$ cat src/rtl/alu_driver_pkg.sv
// Shared types for the ALU driver: FSM states, ALU function codes
// and the bit layout of one log entry.
package alu_driver_pkg;

   typedef enum logic [2:0] {
      S_IDLE,
      S_DRIVE,
      S_SETTLE,
      S_CAPTURE,
      S_FINISH
   } state_e;

   typedef enum logic [2:0] {
      FN_ADD = 3'd0,
      FN_SUB = 3'd1,
      FN_NOT = 3'd2,
      FN_AND = 3'd3,
      FN_OR  = 3'd4,
      FN_XOR = 3'd5,
      FN_CMP = 3'd6,
      FN_EQ  = 3'd7
   } func_e;

   localparam int LOG_W     = 8;
   localparam int LOG_DEPTH = 8;
   localparam int LOG_RES   = 4;
   localparam int LOG_ZERO  = 3;
   localparam int LOG_OVF   = 2;
   localparam int LOG_CARRY = 1;
   localparam int LOG_OUT   = 0;

   function automatic logic [LOG_W-1:0] pack_entry(
      input logic [3:0] res,
      input logic       zero,
      input logic       ovf,
      input logic       carry,
      input logic       out
   );
      logic [LOG_W-1:0] e;
      e = '0;
      e[LOG_RES +: 4] = res;
      e[LOG_ZERO]     = zero;
      e[LOG_OVF]      = ovf;
      e[LOG_CARRY]    = carry;
      e[LOG_OUT]      = out;
      return e;
   endfunction

endpackage

$ cat src/rtl/alu_driver_debounce.sv
// Two-flop synchroniser plus stability-counter debouncer with a
// registered rising-edge pulse on the debounced level.
module btn_debounce #(
   parameter int DB_CYCLES = 16
) (
   input  logic clk,
   input  logic rst_n,
   input  logic raw,
   output logic level,
   output logic rise
);

   localparam int CW = $clog2(DB_CYCLES + 1);

   logic [1:0]    sync_q;
   logic [CW-1:0] cnt_q;
   logic          level_q;
   logic          rise_q;

   always_ff @(posedge clk or negedge rst_n) begin
      if (!rst_n) begin
         sync_q  <= '0;
         cnt_q   <= '0;
         level_q <= 1'b0;
         rise_q  <= 1'b0;
      end else begin
         sync_q <= {sync_q[0], raw};
         rise_q <= 1'b0;
         if (sync_q[1] == level_q) begin
            cnt_q <= '0;
         end else if (cnt_q == CW'(DB_CYCLES - 1)) begin
            cnt_q   <= '0;
            level_q <= sync_q[1];
            rise_q  <= sync_q[1];
         end else begin
            cnt_q <= cnt_q + 1'b1;
         end
      end
   end

   assign level = level_q;
   assign rise  = rise_q;

endmodule

$ cat src/rtl/alu_driver.sv
// Button-triggered driver for an external 4-bit ALU: applies one
// operation or sweeps all eight, logging each response by func code.
module alu_driver
   import alu_driver_pkg::*;
#(
   parameter int DB_CYCLES = 16,
   parameter int SETTLE    = 2
) (
   input  logic       clk,
   input  logic       rst_n,
   input  logic       btn,
   input  logic       auto_en,
   input  logic [2:0] sw_func,
   input  logic [3:0] sw_a,
   input  logic [3:0] sw_b,
   output logic [2:0] alu_func,
   output logic [3:0] alu_a,
   output logic [3:0] alu_b,
   input  logic [3:0] alu_result,
   input  logic       alu_zero,
   input  logic       alu_overflow,
   input  logic       alu_carry,
   input  logic       alu_out,
   input  logic [2:0] log_idx,
   output logic [7:0] log_data,
   output logic       busy,
   output logic       done
);

   state_e           state_q;
   logic [3:0]       set_cnt_q;
   logic [2:0]       step_q;
   logic             sweep_q;
   logic [2:0]       op_func_q;
   logic [3:0]       op_a_q;
   logic [3:0]       op_b_q;
   logic [2:0]       alu_func_q;
   logic [3:0]       alu_a_q;
   logic [3:0]       alu_b_q;
   logic             busy_q;
   logic             done_q;
   logic [LOG_W-1:0] log_q [LOG_DEPTH];

   logic db_level;
   logic db_rise;

   btn_debounce #(
      .DB_CYCLES(DB_CYCLES)
   ) u_db (
      .clk  (clk),
      .rst_n(rst_n),
      .raw  (btn),
      .level(db_level),
      .rise (db_rise)
   );

   always_ff @(posedge clk or negedge rst_n) begin
      if (!rst_n) begin
         state_q    <= S_IDLE;
         set_cnt_q  <= '0;
         step_q     <= '0;
         sweep_q    <= 1'b0;
         op_func_q  <= '0;
         op_a_q     <= '0;
         op_b_q     <= '0;
         alu_func_q <= '0;
         alu_a_q    <= '0;
         alu_b_q    <= '0;
         busy_q     <= 1'b0;
         done_q     <= 1'b0;
         for (int i = 0; i < LOG_DEPTH; i++) log_q[i] <= '0;
      end else begin
         done_q <= 1'b0;
         unique case (state_q)
            S_IDLE: begin
               if (db_rise) begin
                  op_func_q <= sw_func;
                  op_a_q    <= sw_a;
                  op_b_q    <= sw_b;
                  sweep_q   <= auto_en;
                  step_q    <= '0;
                  busy_q    <= 1'b1;
                  state_q   <= S_DRIVE;
               end
            end
            S_DRIVE: begin
               alu_func_q <= sweep_q ? step_q : op_func_q;
               alu_a_q    <= op_a_q;
               alu_b_q    <= op_b_q;
               set_cnt_q  <= '0;
               state_q    <= S_SETTLE;
            end
            S_SETTLE: begin
               if (set_cnt_q == 4'(SETTLE - 1)) state_q <= S_CAPTURE;
               else set_cnt_q <= set_cnt_q + 1'b1;
            end
            S_CAPTURE: begin
               log_q[alu_func_q] <= pack_entry(alu_result, alu_zero,
                                               alu_overflow, alu_carry,
                                               alu_out);
               // step stops at the last func code instead of wrapping
               if (sweep_q && step_q != 3'(FN_EQ)) begin
                  step_q  <= step_q + 1'b1;
                  state_q <= S_DRIVE;
               end else begin
                  done_q  <= 1'b1;
                  state_q <= S_FINISH;
               end
            end
            S_FINISH: begin
               busy_q  <= 1'b0;
               state_q <= S_IDLE;
            end
            default: state_q <= S_IDLE;
         endcase
      end
   end

   assign alu_func = alu_func_q;
   assign alu_a    = alu_a_q;
   assign alu_b    = alu_b_q;
   assign busy     = busy_q;
   assign done     = done_q;
   assign log_data = log_q[log_idx];

endmodule

$ cat config.mk
export PLATFORM = sky130hd
export DESIGN_NAME = alu_driver
export DESIGN_NICKNAME = d
export VERILOG_FILES = /design/src/rtl/alu_driver_pkg.sv /design/src/rtl/alu_driver_debounce.sv /design/src/rtl/alu_driver.sv
export SDC_FILE = /design/constraint.sdc
export NUM_CORES = 1
export LEC_CHECK = 0
export ABC_AREA = 1
export BUFFER_PORTS_ARGS = -buffer_cell sky130_fd_sc_hd__buf_2
export CAP_MARGIN = 20
export CORE_MARGIN = 2
export CORE_UTILIZATION = 53
export DETAILED_ROUTE_END_ITERATION = 10
export PLACE_DENSITY = 0.75
export SLEW_MARGIN = 25
export SYNTH_ARGS = -nofsm -noshare
export SYNTH_HDL_FRONTEND = slang
export SYNTH_SLANG_ARGS = --single-unit
$ cat constraint.sdc
create_clock -name clk -period 1.6 [get_ports clk]
set_clock_uncertainty 0.15 [all_clocks]
set_input_delay 0.32 -clock clk [delete_from_list [all_inputs] [get_ports clk]]
set_output_delay 0.32 -clock clk [all_outputs]
set_load 0.02 [all_outputs]
### Word-level counts from Yosys, hierarchy flattened

Cells that the tools add are included.

| cells by class | value |
|---|---|
| add/sub/neg operators | 3 |
| $lt $le $gt $ge | 3 |
| eq/ne operators | 12 |
| mux-type cells | 24 |
| bitwise operators | 3 |
| reduce and logical (&&, ||, !) cells | 12 |

Operator list:

| operator | number |
|---|---|
| $bwmux 64 | 1 |
| $bmux 8 s3 | 1 |
| $demux 8 s3 | 1 |
| $mux 8 | 3 |
| $mux 3 | 6 |
| $pmux 3 s4 | 1 |
| $mux 5 | 2 |
| $reduce_and 2->1 | 5 |
| $ge 4x4->1 const B | 2 |
| $not 3->4 | 2 |
| $pmux 4 s2 | 1 |
| $eq 3x2->1 const B | 2 |
| $ne 2x2->1 const B | 3 |
| $pmux 3 s2 | 1 |
| $reduce_bool 2->1 | 3 |
| $add 5x1->5 const B | 1 |
| $eq 5x4->1 const B | 1 |
| $mux 1 | 5 |
| $add 4x1->4 const B | 1 |
| $eq 4x1->1 const B | 1 |
| $lt 4x1->1 const B | 1 |
| $mux 4 | 1 |
| $add 3x1->3 const B | 1 |
| $eq 3x1->1 const B | 1 |
| other kinds (9) | 10 |

| word-level totals | value |
|---|---|
| bits in registers | 108 |
| input port bits | 26 |
| output and inout port bits | 21 |

### Longest topological paths before layout

Gate-level depths: netlist (run 1).

| depth | value |
|---|---|
| depth after elaboration | 6 |
| depth in mapped cells | 9 |
| depth with buffers taken out | 7 |

### Hierarchy

From an unflattened synthesis (run 1), not the netlist that was laid out.

| unflattened totals | value |
|---|---|
| cells, all modules | 628 |
| area total of the unflattened synthesis | 5108.6 um^2 |

Modules (own cells, without submodules):

| module | times used | cells each | area each (um^2) | seq. area each (um^2) |
|---|---|---|---|---|
| alu_driver | 1 | 590 | 4753.3 | 2477.4 |
| btn_debounce | 1 | 38 | 355.3 | 225.2 |

### Worst setup path before layout (run 1)

Ideal clock, no wire load.

| timing | value |
|---|---|
| path kind | input to output |
| start | input log_idx[0] |
| end | output log_data[1] |
| arrival time | 1142 ps |
| path slack | -12 ps |
| stages on the path | 8 |
| path buffers | 2 |
| path through | buf_2 > clkbuf_1 > nand2_1 > nand2_1 > nand2_1 > nand2_1 > nand2_1 > nand2_1 |

| on the way | value |
|---|---|
| longest elaborated chain between the ends | 4 |

Ends and longest elaborated chain:

| what | RTL line | text |
|---|---|---|
| from (decl) | alu_driver.sv:24 | `input logic [2:0] log_idx,` |
| $not 3->4 (implied by the code) | alu_driver.sv:124 | `assign log_data = log_q[log_idx];` |
| $bmux 8 s3 | alu_driver.sv:124 |  |
| $mux 8 (implied by the code) (2 in a row) | alu_driver.sv:124 |  |
| to (decl) | alu_driver.sv:25 | `output logic [7:0] log_data,` |

Every way passes these cells. The select of a mux whose other input is x is not followed.

### Worst setup path after layout (run 1)

| timing | value |
|---|---|
| start | register log_q[11] (netlist bit) |
| end | output log_data[3] |

| on the way | value |
|---|---|
| longest elaborated chain between the ends | 3 |

Ends and longest elaborated chain:

| what | RTL line | text |
|---|---|---|
| from (decl) | alu_driver.sv:42 | `logic [LOG_W-1:0] log_q [LOG_DEPTH];` |
| from (signal, indexed assignment) | alu_driver.sv:98 | `log_q[alu_func_q] <= pack_entry(alu_result, alu_zero,` |
| $bmux 8 s3 | alu_driver.sv:124 |  |
| $mux 8 (implied by the code) (2 in a row) | alu_driver.sv:124 |  |

Every way passes these cells. The select of a mux whose other input is x is not followed.

==> impl_metrics.ini, run 1 <==
[die]
io_pins = 47
die-area_um2 = 10400
die_w_um = 102
die_h_um = 102
core_um2 = 9280
rows = 35
start_util_pct = 55.0

[global_route]
overflow = 0
grt_pass1_wl_mm = 18.6
grt_max_degree = 81
grt_usage_pct = 22.7
grt_pass1_vias = 4054
antenna_found_initial = 0

[drt]
viasPerCell = 5.01
drtIter0Drc = 201
drc = 0
ant_nets = 0
dr.pass1.iters = 4
vias = 4166
wl_per_cell_um = 13.3
routed_wl_mm = 11.1

[outcome]
status = finished, violations left
violations = setup timing

[timing]
worstMarginPinSlew_ns = 0.442
slew_headroom_pct = 70.5
fmax_mhz = 572
fin_setup_tns_ns = -1.05
setup_violations = 8
finalMaxSlewViolations = 0
layout_setup_ws_ns = -0.148
rsz0062_at_grt = yes
timing.final.crit_share_pct = 109
hold_viol_final = 0
min_period_ns = 1.75

[setup_path]
worstSetupPathType = reg -> out
worst-path-buf-inv = 2
worst_path_dominant_cell_family = flip-flops
cp_common_cell = nand2_1
max_stage_delay_ns = 0.39
crit_slowest_cell = dfrtp_1
path_max_fanout = 2
crit_arrival_ns = 1.28
end_kind = primary output
path_cells = inv_1, nand2_1, nand3_1, nand2_1, nand2_1, nand2_2, buf_6
worstRegToRegCells = 6
critPathLaunchType = flop
crit_required_ns = 1.13
path_depth = 7

[worst_hold_path]
worst_hold_path.num_cells = 3
hp-class = in -> reg

[yosys]
syn_inst = 620
synth_nets = 651
synth_area_leaders = dfrtp_1 53%, nand2_1 20%, o21ai_1 5.3%
synthFlopType = dfrtp_1
synth.most_common_cell = nand2_1
ys_seq_area_share_pct = 53.0
async_flop_share_pct = 100
syn_area_um2 = 5100
synth_top_area_share_pct = 53.0
ys_warn_count = 0
ys_ff_latch = 108
synth-edff-count = 0
synth_area_leader_cell = dfrtp_1
postSynthAreaPerCell_um2 = 8.23
synth_common_cells = 275 x nand2_1, 108 x dfrtp_1, 54 x o21ai_1
synthDistinctLibCells = 31

[placed_design]
place.gp.congestion = 0.861
dp_hpwl_mm = 7.18
place_area_um2 = 5490
port_buffers = 46

[clock_network]
clock_path_buffers = 2
worstSkewPairLatency_ns = 0.38
numCtsBuffers = 9
cts_root_buf = clkbuf_8
clkTransAtPathRegs_ns = 0.10
cts_tree = done
cts_sinks = 108
htreeDepth = 3

[cells_and_area]
final_cell_area_um2 = 6010
areaGrowthSynthToFinish_pct = 17.7
n_fill_cell = 792
nets = 730
n_antenna_cell = 0
drive_above_1_share_pct = 19.9

[power]
power_density_nw_per_um2 = 1490
power_mw = 8.96
irDropWorstVdd_v = 0.000863
p_leak_nw = 3.38

[run]
cap_violations = 0
-- power by group --
| group | switching (mW) | internal, mW | leakage [nW] |
|---|---|---|---|
| Sequential | 0.567 | 3.58 | 1.15 |
| Clock | 0.976 | 0.592 | 0.0926 |
| Combinational | 1.92 | 1.32 | 2.14 |
-- layout make-up --
cell class                      count  area [um2]  area share, %
Clock buffer                        9         124           2.06
Tap cell                          129         161           2.69
Multi-Input combinational cell    434        2050           34.2
Clock inverter                      6        55.1          0.917
Sequential cell                   108        2700           45.0
Timing Repair Buffer               91         697           11.6
Inverter                           55         214           3.56
-- per-layer routing --
metal  share of wire, %  GRT usage, %
met5                  0             0
met4                1.2          6.77
met2                 50          38.6
met3                5.5          5.06
met1                 43          29.3
-- repair_timing --
item	CTS	global route
cloned	0	0
pin swaps	21	8
endpoints found under the hold margin	121	0
gates resized for setup	22	8
hold buffers	14	0
setup endpoints to repair	12	19
setup buffers	5	9
-- sequential cells by signal (all words and copies together), names as in the netlist, 2 cells and up --
name         flops
alu_a            4
alu_b            4
alu_func         3
log_q           64
op_a_q           4
op_b_q           4
op_func_q        3
set_cnt_q        4
state_q          3
step_q           3
u_db.cnt_q       5
u_db.sync_q      2
-- through the flow --
| stage | hold slack (ns) | setup WS (ns) | cells | utilization (%) |
|---|---|---|---|---|
| after detailed placement | 0.187 | -0.127 | 789 | 59.1 |
| after floorplan | -0.126 | 0.000776 | 620 | - |
| after CTS | 0.160 | -0.166 | 823 | 63.7 |
| final | 0.175 | -0.148 | 832 | 64.7 |
| after global routing | 0.161 | -0.229 | 832 | 64.7 |
| after global placement | 0.185 | -0.0763 | 789 | 59.1 |
-- final timing paths --
check                      slack [ns]                     start                  endpoint
setup / recovery                -0.15     log_q[11]$_DFFE_PN0P_               log_data[3]
hold / removal                   0.17             alu_result[1]     log_q[21]$_DFFE_PN0P_
setup reg to reg                 0.07    state_q[0]$_DFFE_PN0P_  set_cnt_q[2]$_DFFE_PN0P_
hold reg to reg                  0.21  u_db.sync_q[0]$_DFF_PN0_  u_db.sync_q[1]$_DFF_PN0_
max in group asynchronous        0.60                     rst_n  set_cnt_q[0]$_DFFE_PN0P_
min in group asynchronous        0.33                     rst_n     log_q[31]$_DFFE_PN0P_
-- kinds of logic (layout without fill, tap and decap cells) --
| logic type | count (synthesis) | in the layout | synth area share, % |
|---|---|---|---|
| XOR/XNOR | 3 | 3 | 0.515 |
| buffers and inverters | 78 | 161 | 7.60 |
| AND/OR/NAND/NOR | 333 | 333 | 27.2 |
| AO/OA/AOI/OAI | 93 | 93 | 10.5 |
| flip-flops | 108 | 108 | 53.0 |
| adder cells (fa/ha/maj) | 5 | 5 | 1.23 |
-- cells in the final DEF, fill, tap and decap left out, drive strengths merged, types with 2 or more instances in the layout --
master	Yosys	final
or2	2	2
o21ai	92	92
nand2	284	284
dlygate4sd3	0	14
dfrtp	108	108
nand3	17	17
xnor2	2	2
ha	5	5
nor2	24	24
buf	19	77
inv	55	59
clkinv	0	2
nor3	3	3
clkbuf	4	9
-- worst register-to-register path: stages, from the launching register on --
cell and delay [ns]:
dfrtp_1 0.49, inv_1 0.14, nor3_4 0.05, inv_2 0.34, nand2_1 0.13, nand2_1 0.08
nand2_1 0.05
Note: power is estimated with default switching activity, not from simulation.
==> run 2: changes to the inputs <==
--- a/config.mk
+++ b/config.mk
@@ -9,7 +9,7 @@
 export BUFFER_PORTS_ARGS = -buffer_cell sky130_fd_sc_hd__buf_2
 export CAP_MARGIN = 20
 export CORE_MARGIN = 2
-export CORE_UTILIZATION = 53
+export CORE_UTILIZATION = 55
 export DETAILED_ROUTE_END_ITERATION = 10
 export PLACE_DENSITY = 0.75
 export SLEW_MARGIN = 25
==> constraint.sdc (replaced) <==
create_clock -name clk -period 1.8 [get_ports clk]
set_clock_uncertainty 0.15 [all_clocks]
set_input_delay 0.36 -clock clk [delete_from_list [all_inputs] [get_ports clk]]
set_output_delay 0.36 -clock clk [all_outputs]
set_load 0.02 [all_outputs]
==> impl_metrics.ini, run 2 (synthesis gave the netlist of run 1 again) <==
[global_route]
antenna_found_initial = 0
top_usage_layer = met2
grt_max_degree = 33
met1_usage_pct = 29.2
grt_pass1_wl_mm = 18.1
grt_util_met2_pct = 38.4
grt_pass1_vias = 4048
grt_usage_pct = 22.7
gr-usage-met3_pct = 4.94
overflow = 0

[die]
rows = 35
io_pins = 47
start_util_pct = 56.0
die_w_um = 100
die-area_um2 = 10100
die_h_um = 100
core_um2 = 9110

[placed_design]
dp_slack_ns = -0.0183
place.gp.congestion = 0.827
dp.cells = 766
port_buffers = 46
dp_hpwl_mm = 7.06

[setup_path]
path_max_fanout = 2
worst_path_dominant_cell_family = flip-flops
max_stage_delay_ns = 0.40
end_kind = primary output
crit_required_ns = 1.29
cp_common_cell = nand2_1
r2r_slack_ns = 0.15
crit_arrival_ns = 1.27
critPathLaunchType = flop
crit_slowest_cell = dfrtp_1
path_cells = inv_1, nand2_1, nand3_1, nand2_1, nand2_1, nand2_2, buf_6
worst-path-buf-inv = 2
worstSetupPathType = reg -> out

[drt]
ant_nets = 0
viasPerCell = 5.15
wl_per_cell_um = 13.3
dr.pass1.iters = 5
drtIter0Drc = 223
drc = 0
vias = 4109
routed_wl_mm = 10.6

[cells_and_area]
final_cells = 798
final_cell_mix = 267 x nand2_1, 108 x dfrtp_1, 54 x o21ai_1, 51 x inv_1, 37 x buf_2
final_util_pct = 64.4
nets = 713
top_regs = log_q (64), u_db.cnt_q (5)
final_common_cell = nand2_1
areaGrowthSynthToFinish_pct = 15.0
drive_above_1_share_pct = 19.5
largest_reg_flops = 64
n_antenna_cell = 0
top_register = log_q

[clock_network]
clock_path_buffers = 2
cts_tree = done
numCtsBuffers = 9
clkTransAtPathRegs_ns = 0.12
cts_sinks = 108
htreeDepth = 3
worstSkewPairLatency_ns = 0.37
cts_root_buf = clkbuf_8

[power]
irDropWorstVdd_v = 0.000708
intPower_mw = 4.84
pwr-share-comb_pct = 35.0
power_density_nw_per_um2 = 1340
netSwitchingPower_mw = 3.04
p_leak_nw = 3.33
switching_share_pct = 38.6
clkPwrFrac_pct = 18.4
seqPwrFrac_pct = 46.6

[timing]
fmax_mhz = 560
slew_headroom_pct = 71.0
rsz0062_at_grt = yes
hold_ws_ns = 0.0345
timing.final.crit_share_pct = 99.2
hold_viol_final = 0
finalMaxSlewViolations = 0
layout_setup_ws_ns = 0.0153
setup_violations = 0
worstMarginPinSlew_ns = 0.434
min_period_ns = 1.78

[worst_hold_path]
hp-class = in -> reg

[outcome]
status = completed

[run]
cap_violations = 0
## run 2: cell types whose count changed in the layout (fill, tap and decap cells not counted), sizes merged
cell / previous run / this run
dlygate4sd3: 14 / 2
clkinv: 2 / 3
clkbuf: 9 / 10
buf: 77 / 71
## run 2: power groups by stage
stage / clock, mW / sequential (mW) / combinational [mW]
after floorplan: 0 / 3.75 / 1.88
after global placement: 0 / 3.69 / 2.46
after detailed placement: 0 / 3.71 / 2.55
after CTS: 1.50 / 3.67 / 2.62
after global routing: 1.59 / 3.77 / 3.15
final: 1.45 / 3.67 / 2.76
## run 2: timing repair
action	4_1_cts	5_1_grt
gates cloned	0	1
hold buffers	2	0
endpoints found under the setup margin	6	9
setup buffers	1	12
hold endpoints to repair	18	0
resized for setup	17	9
pin swaps	6	18
## run 2: layout make-up
| class | count | area (um2) |
|---|---|---|
| inverter | 55 | 214 |
| sequential | 108 | 2700 |
| tap | 111 | 139 |
| multi-input combinational | 434 | 2040 |
| clock inverter | 7 | 73.8 |
| fill | 765 | 3240 |
| timing repair buffer | 74 | 578 |
| clock buffer | 9 | 124 |
## run 2: final timing paths
check | depth (start not counted) | to | from
max | 7 | log_data[1] | log_q[9]$_DFFE_PN0P_
min | 3 | sweep_q$_DFFE_PN0P_ | auto_en
max reg2reg | 7 | step_q[0]$_DFFE_PN0P_ | step_q[0]$_DFFE_PN0P_
min reg2reg | 0 | u_db.sync_q[1]$_DFF_PN0_ | u_db.sync_q[0]$_DFF_PN0_
max in group asynchronous | 3 | log_q[58]$_DFFE_PN0P_ | rst_n
min in group asynchronous | 2 | log_q[63]$_DFFE_PN0P_ | rst_n
## run 2: per-layer routing
| metal | up-vias | routed length, um |
|---|---|---|
| li1 | 2053 | - |
| met1 | 1916 | 4700 |
| met2 | 123 | 5130 |
| met3 | 17 | 601 |
| met4 | 0 | 151 |
| met5 | - | 0 |
## run 2: worst register-to-register path: cells and delay by family, from the launching register on
family	cells	cell delay, ns
AND/OR/NAND/NOR	4	0.53
adder cells (fa/ha/maj)	2	0.38
flip-flops	1	0.42
buffers and inverters	1	0.13
## run 2: through the flow
| step | TNS (ns) | power (mW) | instance area, um2 |
|---|---|---|---|
| 4_1_cts | -0.0145 | 7.79 | 5730 |
| 6_report | 0 | 7.89 | 5870 |
| 5_1_grt | -0.579 | 8.50 | 5870 |
| 2_1_floorplan | 0 | 5.63 | 5100 |
| 3_5_place_dp | -0.0232 | 6.26 | 5450 |
| 3_3_place_gp | 0 | 6.15 | 5450 |
